[config.mk]
export PLATFORM = sky130hd
export DESIGN_NAME = nmem_update_sched
export DESIGN_NICKNAME = d
export VERILOG_FILES = /design/src/rtl/nmem_update_sched_pkg.sv /design/src/rtl/nmem_update_sched_hazard.sv /design/src/rtl/nmem_update_sched.sv
export SDC_FILE = /design/constraint.sdc
export NUM_CORES = 1
export LEC_CHECK = 0
export CORE_UTILIZATION = 42
export CTS_CLUSTER_SIZE = 28
export DETAILED_ROUTE_END_ITERATION = 8
export PLACE_DENSITY_LB_ADDON = 0.12
export SYNTH_ARGS = -nofsm -noshare
export SYNTH_HDL_FRONTEND = slang
export SYNTH_SLANG_ARGS = --single-unit
[constraint.sdc]
create_clock -name clk -period 6.68 [get_ports clk]
set_input_delay 2.004 -clock clk [delete_from_list [all_inputs] [get_ports clk]]
set_output_delay 2.004 -clock clk [all_outputs]
set_load 0.01 [all_outputs]
[src/rtl/nmem_update_sched_pkg.sv]
// Shared widths, FSM encoding and operand-forward selects for the node-memory update scheduler.
// Optional forwarding is enabled by defining NMEM_UPDATE_FWD_EN.
package nmem_update_sched_pkg;

    localparam int unsigned ADDR_W_DEF = 10;
    localparam int unsigned DATA_W_DEF = 32;
    localparam int unsigned CNT_W_DEF  = 16;

    typedef enum logic [1:0] {
        ST_IDLE  = 2'd0,
        ST_RUN   = 2'd1,
        ST_DRAIN = 2'd2,
        ST_DONE  = 2'd3
    } state_t;

    // Source of the stage-B operand: memory, live write-stage sum, or value captured at accept.
    typedef enum logic [1:0] {
        FWD_MEM = 2'd0,
        FWD_SUM = 2'd1,
        FWD_CAP = 2'd2
    } fwd_sel_t;

endpackage

[src/rtl/nmem_update_sched_hazard.sv]
// Address compares against in-flight stages; produces a stall or, with NMEM_UPDATE_FWD_EN
// defined, an operand-forward select instead.
module nmem_hazard_unit
    import nmem_update_sched_pkg::*;
#(
    parameter int unsigned ADDR_W = ADDR_W_DEF
) (
    input  logic [ADDR_W-1:0] in_addr,
    input  logic              b_valid,
    input  logic [ADDR_W-1:0] b_addr,
    input  logic              w_valid,
    input  logic [ADDR_W-1:0] w_addr,
    output logic              stall,
    output fwd_sel_t          fwd_sel
);

    logic hit_b;
    logic hit_w;

    assign hit_b = b_valid && (in_addr == b_addr);
    assign hit_w = w_valid && (in_addr == w_addr);

`ifdef NMEM_UPDATE_FWD_EN
    assign stall = 1'b0;

    // A stage-B match is the newest value, so it wins over a write-stage match.
    always_comb begin
        fwd_sel = FWD_MEM;
        if (hit_b) begin
            fwd_sel = FWD_SUM;
        end else if (hit_w) begin
            fwd_sel = FWD_CAP;
        end
    end
`else
    assign stall   = hit_b || hit_w;
    assign fwd_sel = FWD_MEM;
`endif

endmodule

[src/rtl/nmem_update_sched.sv]
// Read-modify-write scheduler for PE node-state memory: accept, read+add, write back, count commits.
// Define NMEM_UPDATE_FWD_EN to forward in-flight sums instead of stalling on address hazards.
module nmem_update_sched
    import nmem_update_sched_pkg::*;
#(
    parameter int unsigned ADDR_W = ADDR_W_DEF,
    parameter int unsigned DATA_W = DATA_W_DEF,
    parameter int unsigned CNT_W  = CNT_W_DEF
) (
    input  logic              clk,
    input  logic              rst_n,
    input  logic              start,
    input  logic [CNT_W-1:0]  expected_cnt,
    input  logic              in_valid,
    output logic              in_ready,
    input  logic [ADDR_W-1:0] in_addr,
    input  logic [DATA_W-1:0] in_data,
    output logic [ADDR_W-1:0] mem_rdaddr,
    input  logic [DATA_W-1:0] mem_q,
    output logic [ADDR_W-1:0] mem_wraddr,
    output logic [DATA_W-1:0] mem_wrdata,
    output logic              mem_wren,
    output logic              busy,
    output logic              done,
    output logic [CNT_W-1:0]  commit_cnt
);

    state_t            state;
    logic [CNT_W-1:0]  expected_q;
    logic [CNT_W-1:0]  accepted_cnt;
    logic [CNT_W-1:0]  acc_next;

    logic              b_valid;
    logic [ADDR_W-1:0] b_addr;
    logic [DATA_W-1:0] b_data;
    fwd_sel_t          b_src;
    logic [DATA_W-1:0] b_cap;

    logic              stall;
    fwd_sel_t          fwd_sel;
    logic              accept;
    logic [DATA_W-1:0] operand;
    logic [DATA_W-1:0] sum;

    nmem_hazard_unit #(
        .ADDR_W(ADDR_W)
    ) u_hazard (
        .in_addr (in_addr),
        .b_valid (b_valid),
        .b_addr  (b_addr),
        .w_valid (mem_wren),
        .w_addr  (mem_wraddr),
        .stall   (stall),
        .fwd_sel (fwd_sel)
    );

    assign mem_rdaddr = in_addr;
    assign in_ready   = (state == ST_RUN) && !stall && (accepted_cnt < expected_q);
    assign accept     = in_valid && in_ready;
    assign acc_next   = accept ? accepted_cnt + CNT_W'(1) : accepted_cnt;

    always_comb begin
        operand = mem_q;
        case (b_src)
            FWD_SUM: operand = mem_wrdata;
            FWD_CAP: operand = b_cap;
            default: operand = mem_q;
        endcase
    end

    assign sum = operand + b_data;

    always_ff @(posedge clk or negedge rst_n) begin
        if (!rst_n) begin
            state        <= ST_IDLE;
            expected_q   <= '0;
            accepted_cnt <= '0;
            commit_cnt   <= '0;
            busy         <= 1'b0;
            done         <= 1'b0;
            b_valid      <= 1'b0;
            b_addr       <= '0;
            b_data       <= '0;
            b_src        <= FWD_MEM;
            b_cap        <= '0;
            mem_wren     <= 1'b0;
            mem_wraddr   <= '0;
            mem_wrdata   <= '0;
        end else begin
            done <= 1'b0;

            b_valid <= accept;
            if (accept) begin
                b_addr       <= in_addr;
                b_data       <= in_data;
                b_src        <= fwd_sel;
                b_cap        <= mem_wrdata;
                accepted_cnt <= acc_next;
            end

            mem_wren <= b_valid;
            if (b_valid) begin
                mem_wraddr <= b_addr;
                mem_wrdata <= sum;
            end

            if (mem_wren) begin
                commit_cnt <= commit_cnt + CNT_W'(1);
            end

            // DRAIN ends once B is empty: the write stage empties on that same edge.
            case (state)
                ST_IDLE: begin
                    if (start) begin
                        expected_q   <= expected_cnt;
                        accepted_cnt <= '0;
                        commit_cnt   <= '0;
                        if (expected_cnt == '0) begin
                            state <= ST_DONE;
                            done  <= 1'b1;
                        end else begin
                            state <= ST_RUN;
                            busy  <= 1'b1;
                        end
                    end
                end
                ST_RUN: begin
                    if (acc_next == expected_q) begin
                        state <= ST_DRAIN;
                    end
                end
                ST_DRAIN: begin
                    if (!b_valid) begin
                        state <= ST_DONE;
                        busy  <= 1'b0;
                        done  <= 1'b1;
                    end
                end
                default: begin
                    state <= ST_IDLE;
                end
            endcase
        end
    end

endmodule

# After elaboration in Yosys (flattened, before gate mapping)

Cells that the tools add are included.

Word-level logic and storage cells: 58
Flip-flop bits (word level): 138
Bits of input ports: 94
Output and inout bits: 72

$add $sub $neg: 3
Equality and inequality tests: 9
Reductions and logical operators: 13
Multiplexer cells: 20
Order comparisons: 1

Operators by type and width:

| cell                                           | count |
|---|---|
| 2-to-1 mux 16 bit                              | 7 |
| adder 16 x 1 -> 16 bit (second input constant) | 2 |
| adder 32 bit                                   | 1 |
| == test 10 bit                                 | 2 |
| == test 16 bit                                 | 1 |
| logical NOT 16 bit                             | 1 |
| less-than comparator 16 bit                    | 1 |
| 2-to-1 mux 2 bit                               | 4 |
| 2-to-1 mux 1 bit                               | 6 |
| != test 2 bit (second input constant)          | 3 |
| case mux 2 bit (3 select lines)                | 1 |
| logical AND 1 bit                              | 5 |
| case mux 1 bit (2 select lines)                | 2 |
| AND reduction 4 bit                            | 1 |
| AND reduction 3 bit                            | 1 |
| == test 2 x 1 -> 1 bit (second input constant) | 1 |
| == test 2 bit (second input constant)          | 1 |
| logical NOT 2 bit                              | 1 |
| != test 2 x 1 -> 1 bit (second input constant) | 1 |
| AND reduction 2 bit                            | 1 |
| nonzero test 2 bit                             | 1 |
| logical NOT 1 bit                              | 1 |
| logical OR 1 bit                               | 1 |

# Depth between registers and ports, before layout

Gate-level depths: netlist of the first run.

Depth after elaboration: 11
Mapped depth: 14
Mapped depth without buffers: 13

# Hierarchy

Synthesis of the first run repeated with hierarchy kept, for this count alone.

Cell total of the unflattened synthesis: 1155
Area total of the unflattened synthesis: 10184.8 um^2

Modules (own cells, without submodules):

| module            | times used | seq. area each (um^2) | cells each | area each (um^2) |
|---|---|---|---|---|
| nmem_update_sched | 1          | 4304.1                | 1125       | 9947.0 |
| nmem_hazard_unit  | 1          | 0.0                   | 30         | 237.7 |

# Least setup slack after synthesis of the first run

OpenSTA, ideal clock, no wires.

Kind: input to output
Start point: input port in_addr[7]
End point: output port in_ready
Data required time: 4.676 ns
Path buffers: 2
Stages: 7
Path slack: 1.575 ns
Arrival time: 3.101 ns
Path through: xnor2_1 -> nand4_1 -> nor3_1 -> or3_1 -> buf_2 -> clkbuf_1 -> nor2_1

Longest elaborated chain between the ends: 6
Elaborated cells on any way between the ends: 8
Those cells by class: eq/ne: 2; reduce/logical: 6

Ends and longest elaborated chain:

| item                                        | line                                                           | text |
|---|---|---|
| start, declared                             | nmem_update_sched.sv:16                                        | `input logic [ADDR_W-1:0] in_addr,` |
| == test 10 bit, on equally long branches    | nmem_update_sched_hazard.sv:20, nmem_update_sched_hazard.sv:21 |  |
| logical AND 1 bit, on equally long branches | nmem_update_sched_hazard.sv:20, nmem_update_sched_hazard.sv:21 |  |
| logical OR 1 bit *                          | nmem_update_sched_hazard.sv:36                                 | `assign stall = hit_b \|\| hit_w;` |
| logical NOT 1 bit *                         | nmem_update_sched.sv:58                                        | `assign in_ready = (state == ST_RUN) && !stall && (accepted_cnt < expected_q);` |
| logical AND 1 bit * (2 in a row)            | nmem_update_sched.sv:58                                        |  |
| end, declared                               | nmem_update_sched.sv:15                                        | `output logic in_ready,` |

Mark *: on every way between the ends. The rest lies on a longest branch, timed or not.

# Final worst setup path of the first run

Start point: input port in_addr[9]
End point: output port in_ready

The elaborated chain is that of the path after synthesis.

==> key figures, run 1 <==
Logic synthesis
  – Syn_nets: 933
  – Synth top cells by count: 138 x dfrtp_1, 76 x mux2_2, 57 x xnor2_1, 56 x nor2_1, 52 x ha_1
  – Dominant cell type by area after synthesis: dfrtp_1
  – Mapped Area: 8118 um2
  – Mean area per synthesized cell: 10.33 um2
  – Sequential area share after synthesis: 42.54%
  – Cell variety after synth: 67
  – Synth Area in Compound Gates: 12.28%
  – Synth Area in Simple Gates: 13.29%
  – Fraction of registers with async set/reset: 100.0%
  – Adder-Cell Fraction of Synth Area: 8.261%
  – Synth Instances: 786
  – Synth top area cells: dfrtp_1 43%, mux2_2 11%, ha_1 8.0%
  – Synth Register Bits: 138
  – Main combinational cell family by area after synthesis: simple AND/OR/NAND/NOR gates
  – Synth top area share: 42.54%
  – Xor/xnor share of the synthesized area: 8.693%
  – Mux share of post-synthesis cell area: 11.17%
  – Top-count cell post-synth: dfrtp_1
  – Post-synth EDFFs: 0
  – Synth Flop Type: dfrtp_1
  – Ys Warns: 0

Placed design
  – Final GP Congestion: 0.8450
  – Placed Instance Area: 9973 um2
  – DP HPWL: 13,730 um
  – Inst Count DP: 1,181
  – IO Port Bufs: 165

Timing
  – Worst slew pin tran: 945.4 ps
  – Crit share post-route: 89.13%
  – Setup TNS: 0 ps
  – Tmin final: 5954 ps
  – Pins Over Slew Limit: 0
  – Setup violators final: 0
  – Max_slew headroom: 36.98%
  – FMAX: 0.1680 GHz
  – Clk_skew: 14.29 ps
  – RSZ-0062 raised after global routing: no
  – Hold WS: 485.8 ps
  – Final hold vios: 0

Worst setup path
  – CP Capture Type: primary output
  – Critical path type: in -> out
  – Critical path startpoint category: primary input
  – CP arrival: 3950 ps
  – CP Max Fanout: 4
  – Crit path required time: 4680 ps

Route
  – Drt first pass iters: 4
  – Routed len/inst: 15.40 um
  – Iter 0 DRT Violations: 310
  – Final WL: 18,680 um
  – Residual DRC: 0
  – Detail Route Antenna Nets: 0
  – DR vias: 6,187
  – Vias per std cell: 5.101

Finish
  – Final Instance Area: 10,590 um2
  – Layout cell share with drive strength beyond 1: 13.43%
  – Non-filler cells, final: 1,213
  – Layout fillers: 1,663
  – N_diodes: 0
  – Fin nets: 1,087
  – Area growth syn-to-layout: 30.50%

Clocking
  – Count of cells resized by post-cts repair: 0
  – Clk buf depth: 2
  – CTS Buf Count: 17
  – Worst-Skew Late Latency: 420 ps
  – Setup Fix Bufs, Post-CTS: 0
  – Clock root buffer: clkbuf_16
  – Htree depth: 4
  – Reg clk slew, reported paths: 60 ps
  – # hold bufs at CTS: 0
  – CTS tree: done
  – CTS Sinks: 138

GRT
  – Total GRT Usage: 19.84%
  – Largest net degree at the start of global routing: 102
  – Vias in the first global route: 6,210
  – Remaining Overflow, GRT: 0
  – First-pass GRT wire length: 30,990 um
  – Initial antenna violation count: 0

Outcome
  – Status: finished clean

Power
  – Static Leakage: 4.525 nW
  – Max VDD drop: 0.0001593 V
  – Total Power: 0.003028 W
  – P per Cell Area: 285.8 nW/um2

Die
  – Initial core utilization: 43.11%
  – Die extent in x: 141.0 um
  – Die height: 141.0 um
  – # rows: 50
  – Boundary Pins: 166
  – Core box area: 18,830 um2
  – Die area: 19,890 um2

Flow run
  – Max-Cap Viols: 0

Min path
  – Hold Path Class: reg -> reg
[final cells by class]
| type | count | area [um2] | share of cell area (%) |
|---|---|---|---|
| Clock buffer | 19 | 452.9 | 4.275 |
| Clock inverter | 13 | 167.7 | 1.583 |
| Inverter | 36 | 135.1 | 1.276 |
| Multi-Input combinational cell | 577 | 4368 | 41.23 |
| Sequential cell | 138 | 3455 | 32.61 |
| Tap cell | 260 | 325.3 | 3.071 |
| Timing Repair Buffer | 170 | 1690 | 15.96 |
[critical path: stages]
cell	delay (ps)
clkdlybuf4s50_1	510
xnor2_1	170
nand4_1	80
nor3_1	50
or3_1	400
nor2_1	170
clkdlybuf4s50_1	560
[kinds of logic (layout without fill, tap and decap cells)]
logic type      after synthesis  count (layout)
xor+xnor                     79              79
fa+ha+maj                    53              53
buf+inv                      71             238
flops                       138             138
simple gates                216             216
compound gates              148             148
mux                          81              81
[metrics by stage]
stage	worst slack (ps)	util, %
after CTS	713.9	56.26
after floorplan	1575	-
after global placement	721.3	52.96
after global routing	649.9	56.26
final	726.2	56.26
after detailed placement	717.1	52.96
[per-layer routing]
layer	track usage [%]	share of wire, %	up-vias
met3	6.726	6.0	4
met1	24.48	46	2930
met2	33.54	48	132
met5	0	0	-
li1	-	-	3121
met4	4.291	0.44	0
[layout by cell type (no fill, tap or decap), types with 3 or more instances in the layout]
master and count:
a21o_1 17, nor2_1 55, nor3_1 11, or4_1 4, nand3b_1 4, nand3_1 26, a211oi_1 4, xnor2_1 57
or3_1 5, clkinv_4 5, nor4_1 8, xor2_1 21, o21bai_1 7, mux2_2 76, o21ai_0 35, clkbuf_16 17
nand4_1 17, inv_1 36, clkdlybuf4s50_1 164, mux2i_1 4, a31oi_1 3, nand2b_1 6, o31ai_1 7, nor2b_1 5
a41oi_1 3, a21oi_1 35, buf_4 5, o211ai_1 5, dfrtp_1 137, or2_2 4, o21a_1 6, nand2_1 50
and3_1 7, ha_1 52, bufinv_16 3, and4_1 4
[report_power, final]
group	switching [W]	internal (W)	leakage, nW
Sequential	0.000145	0.000991	1.60
Combinational	0.000399	0.000510	2.63
Clock	0.000374	0.000609	0.300
Total	0.000918	0.00211	4.52
[final timing paths]
path / to / depth (start not counted) / start / slack (ps)
max: in_ready / 7 / in_addr[9] / 730
min: mem_wrdata[29]$_DFFE_PN0P_ / 2 / mem_wrdata[29]$_DFFE_PN0P_ / 490
max reg2reg: state[1]$_DFFE_PN0P_ / 12 / expected_q[14]$_DFFE_PN0P_ / 2950
min reg2reg: mem_wrdata[29]$_DFFE_PN0P_ / 2 / mem_wrdata[29]$_DFFE_PN0P_ / 490
max in group asynchronous: mem_wraddr[0]$_DFFE_PN0P_ / 2 / rst_n / 3900
min in group asynchronous: expected_q[8]$_DFFE_PN0P_ / 1 / rst_n / 1680
[sequential cells by signal (all words and copies together), names as in the netlist]
register and flops:
state 2, b_valid 1, mem_wrdata 32, commit_cnt 16
mem_wren 1, done 1, expected_q 16, accepted_cnt 16
b_data 32, b_addr 10, mem_wraddr 10, busy 1
Power figures use the tool's default switching activity.
==> inputs of run 2 (changes only) <==
--- a/config.mk
+++ b/config.mk
@@ -5,6 +5,7 @@
 export SDC_FILE = /design/constraint.sdc
 export NUM_CORES = 1
 export LEC_CHECK = 0
+export CORE_MARGIN = 3
 export CORE_UTILIZATION = 42
 export CTS_CLUSTER_SIZE = 28
 export DETAILED_ROUTE_END_ITERATION = 8
==> run 2 against run 1 <==
Against the previous run:
- sequential share of layout area is essentially flat
- register-to-register slack got worse by 30 ps
- flip-flop and latch count did not move
- largest cell class unchanged
- routed wire length grew 2.9%
- cell area about the same
- hold slack improved by 0.61 ps
- utilization shrank 0.053 points
- critical path depth unchanged
- largest power group unchanged
- via count rose by 0.55%
==> key figures, run 2 (synthesis results as in run 1) <==
Clocking
  – Htree depth: 4
  – Worst-Skew Late Latency: 420 ps
  – CTS tree: done
  – Setup Fix Bufs, Post-CTS: 0
  – Count of cells resized by post-cts repair: 0
  – Reg clk slew, reported paths: 70 ps
  – Clock root buffer: clkbuf_16
  – CTS Sinks: 138
  – # hold bufs at CTS: 0
  – CTS Buf Count: 17
  – Clk buf depth: 2

Min path
  – Hold path start: mem_wrdata[1]$_DFFE_PN0P_
  – Hold Path Class: reg -> reg

Die
  – Core box area: 18,830 um2
  – Die height: 145.0 um
  – Boundary Pins: 166
  – Initial core utilization: 43.11%
  – Die extent in x: 145.0 um
  – # rows: 50
  – Die area: 21,030 um2

Finish
  – Regs by FF count: b_data: 32 flops, mem_wrdata: 32 flops
  – N_diodes: 0
  – Layout cell share with drive strength beyond 1: 13.33%
  – Area growth syn-to-layout: 30.38%
  – Commonest non-fill, non-tap cell in the layout: clkdlybuf4s50_1
  – Fin nets: 1,087
  – Layout fillers: 1,678
  – Most frequent cells in the layout: 164 x clkdlybuf4s50_1, 137 x dfrtp_1, 76 x mux2_2

Timing
  – Max_slew headroom: 43.23%
  – Setup TNS: 0 ps
  – Worst slew pin tran: 851.6 ps
  – RSZ-0062 raised after global routing: no
  – Final hold vios: 0
  – FMAX: 0.1683 GHz
  – Clk_skew: 18.33 ps
  – Tmin final: 5942 ps
  – Pins Over Slew Limit: 0
  – Setup violators final: 0
  – Crit share post-route: 88.96%

Worst setup path
  – Critical path origin: in_addr[4]
  – CP Capture Type: primary output
  – CP arrival: 3940 ps
  – Critical path type: in -> out
  – Critical path startpoint category: primary input
  – CP Max Fanout: 4
  – Crit path required time: 4680 ps
  – RR Startpoint: expected_q[14]$_DFFE_PN0P_

Route
  – Iter 0 DRT Violations: 301
  – Residual DRC: 0
  – Routed len/inst: 15.85 um
  – Detail Route Antenna Nets: 0
  – Final WL: 19,230 um
  – DR vias: 6,221
  – Vias per std cell: 5.129
  – Drt first pass iters: 4

Power
  – Max VDD drop: 0.0001539 V
  – Static Leakage: 4.524 nW
  – P per Cell Area: 285.5 nW/um2
  – Total Power: 0.003022 W

Placed design
  – DP HPWL: 14,190 um
  – IO Port Bufs: 165
  – Final GP Congestion: 0.8675

GRT
  – Total GRT Usage: 18.93%
  – Largest net degree at the start of global routing: 93
  – First-pass GRT wire length: 32,850 um
  – Vias in the first global route: 6,570
  – Initial antenna violation count: 1
  – Remaining Overflow, GRT: 0

Flow run
  – Max-Cap Viols: 0

Outcome
  – Status: finished clean
run 2: cell count changes in the layout (fill, tap and decap cells not counted), sizes merged:
cell and change:
clkinvlp -1, inv +1
run 2: path summary, 6_finish.rpt:
check                                       endpoint  slack [ps]  cells past startpoint
hold / removal             mem_wrdata[1]$_DFFE_PN0P_         490                      2
max in group asynchronous          b_valid$_DFF_PN0_        3840                      2
setup / recovery                            in_ready         740                      7
min in group asynchronous  expected_q[1]$_DFFE_PN0P_        1640                      1
setup reg to reg                state[1]$_DFFE_PN0P_        2920                     12
hold reg to reg            mem_wrdata[1]$_DFFE_PN0P_         490                      2
run 2: area by class of cell:
type	count	area (um2)	area share (%)
clock buffers	19	442.9	4.185
clock inverters	13	167.7	1.584
inverters	36	135.1	1.277
multi-input cells	577	4368	41.27
flip-flops and latches	138	3455	32.64
well taps	260	325.3	3.074
repair buffers	170	1690	15.97
run 2: critical path, cell delays in order:
cell and delay, ps:
clkdlybuf4s50_1 500, xnor2_1 180, nand4_1 90, nor3_1 50
or3_1 400, nor2_1 150, clkdlybuf4s50_1 560
run 2: report_power, final:
part           internal (W)  switching (W)
logic              0.000510       0.000402
clock network      0.000601       0.000375
registers          0.000991       0.000144
total               0.00210       0.000920
run 2: stage by stage:
step                      util [%]  std cells  setup WS, ps  hold slack [ps]  area [um2]
final                        56.21       1213         737.6            486.4       10580
after global routing         56.21       1213         645.5            511.3       10580
after CTS                    56.21       1213         714.1            492.2       10580
after detailed placement     52.96       1181         721.1            475.8        9973
after global placement       52.96       1181         697.9            466.1        9973
after floorplan                  -        786          1575            447.5        8118
run 2: routing by layer:
metal  global-route usage [%]  part of all wire (%)  up-vias
met1                    23.24                    43     2958
met4                    4.941                   1.3        2
met5                        0                 0.068        -
met3                    6.558                   6.9       19
met2                    31.95                    48      128
li1                         -                     -     3114
==> inputs of run 3 (changes only) <==
--- a/config.mk
+++ b/config.mk
@@ -7,7 +7,6 @@
 export LEC_CHECK = 0
 export CORE_MARGIN = 3
 export CORE_UTILIZATION = 42
-export CTS_CLUSTER_SIZE = 28
 export DETAILED_ROUTE_END_ITERATION = 8
 export PLACE_DENSITY_LB_ADDON = 0.12
 export SYNTH_ARGS = -nofsm -noshare
==> results of run 3 <==
The final DEF is identical to that of run 2; final timing and power are the same.
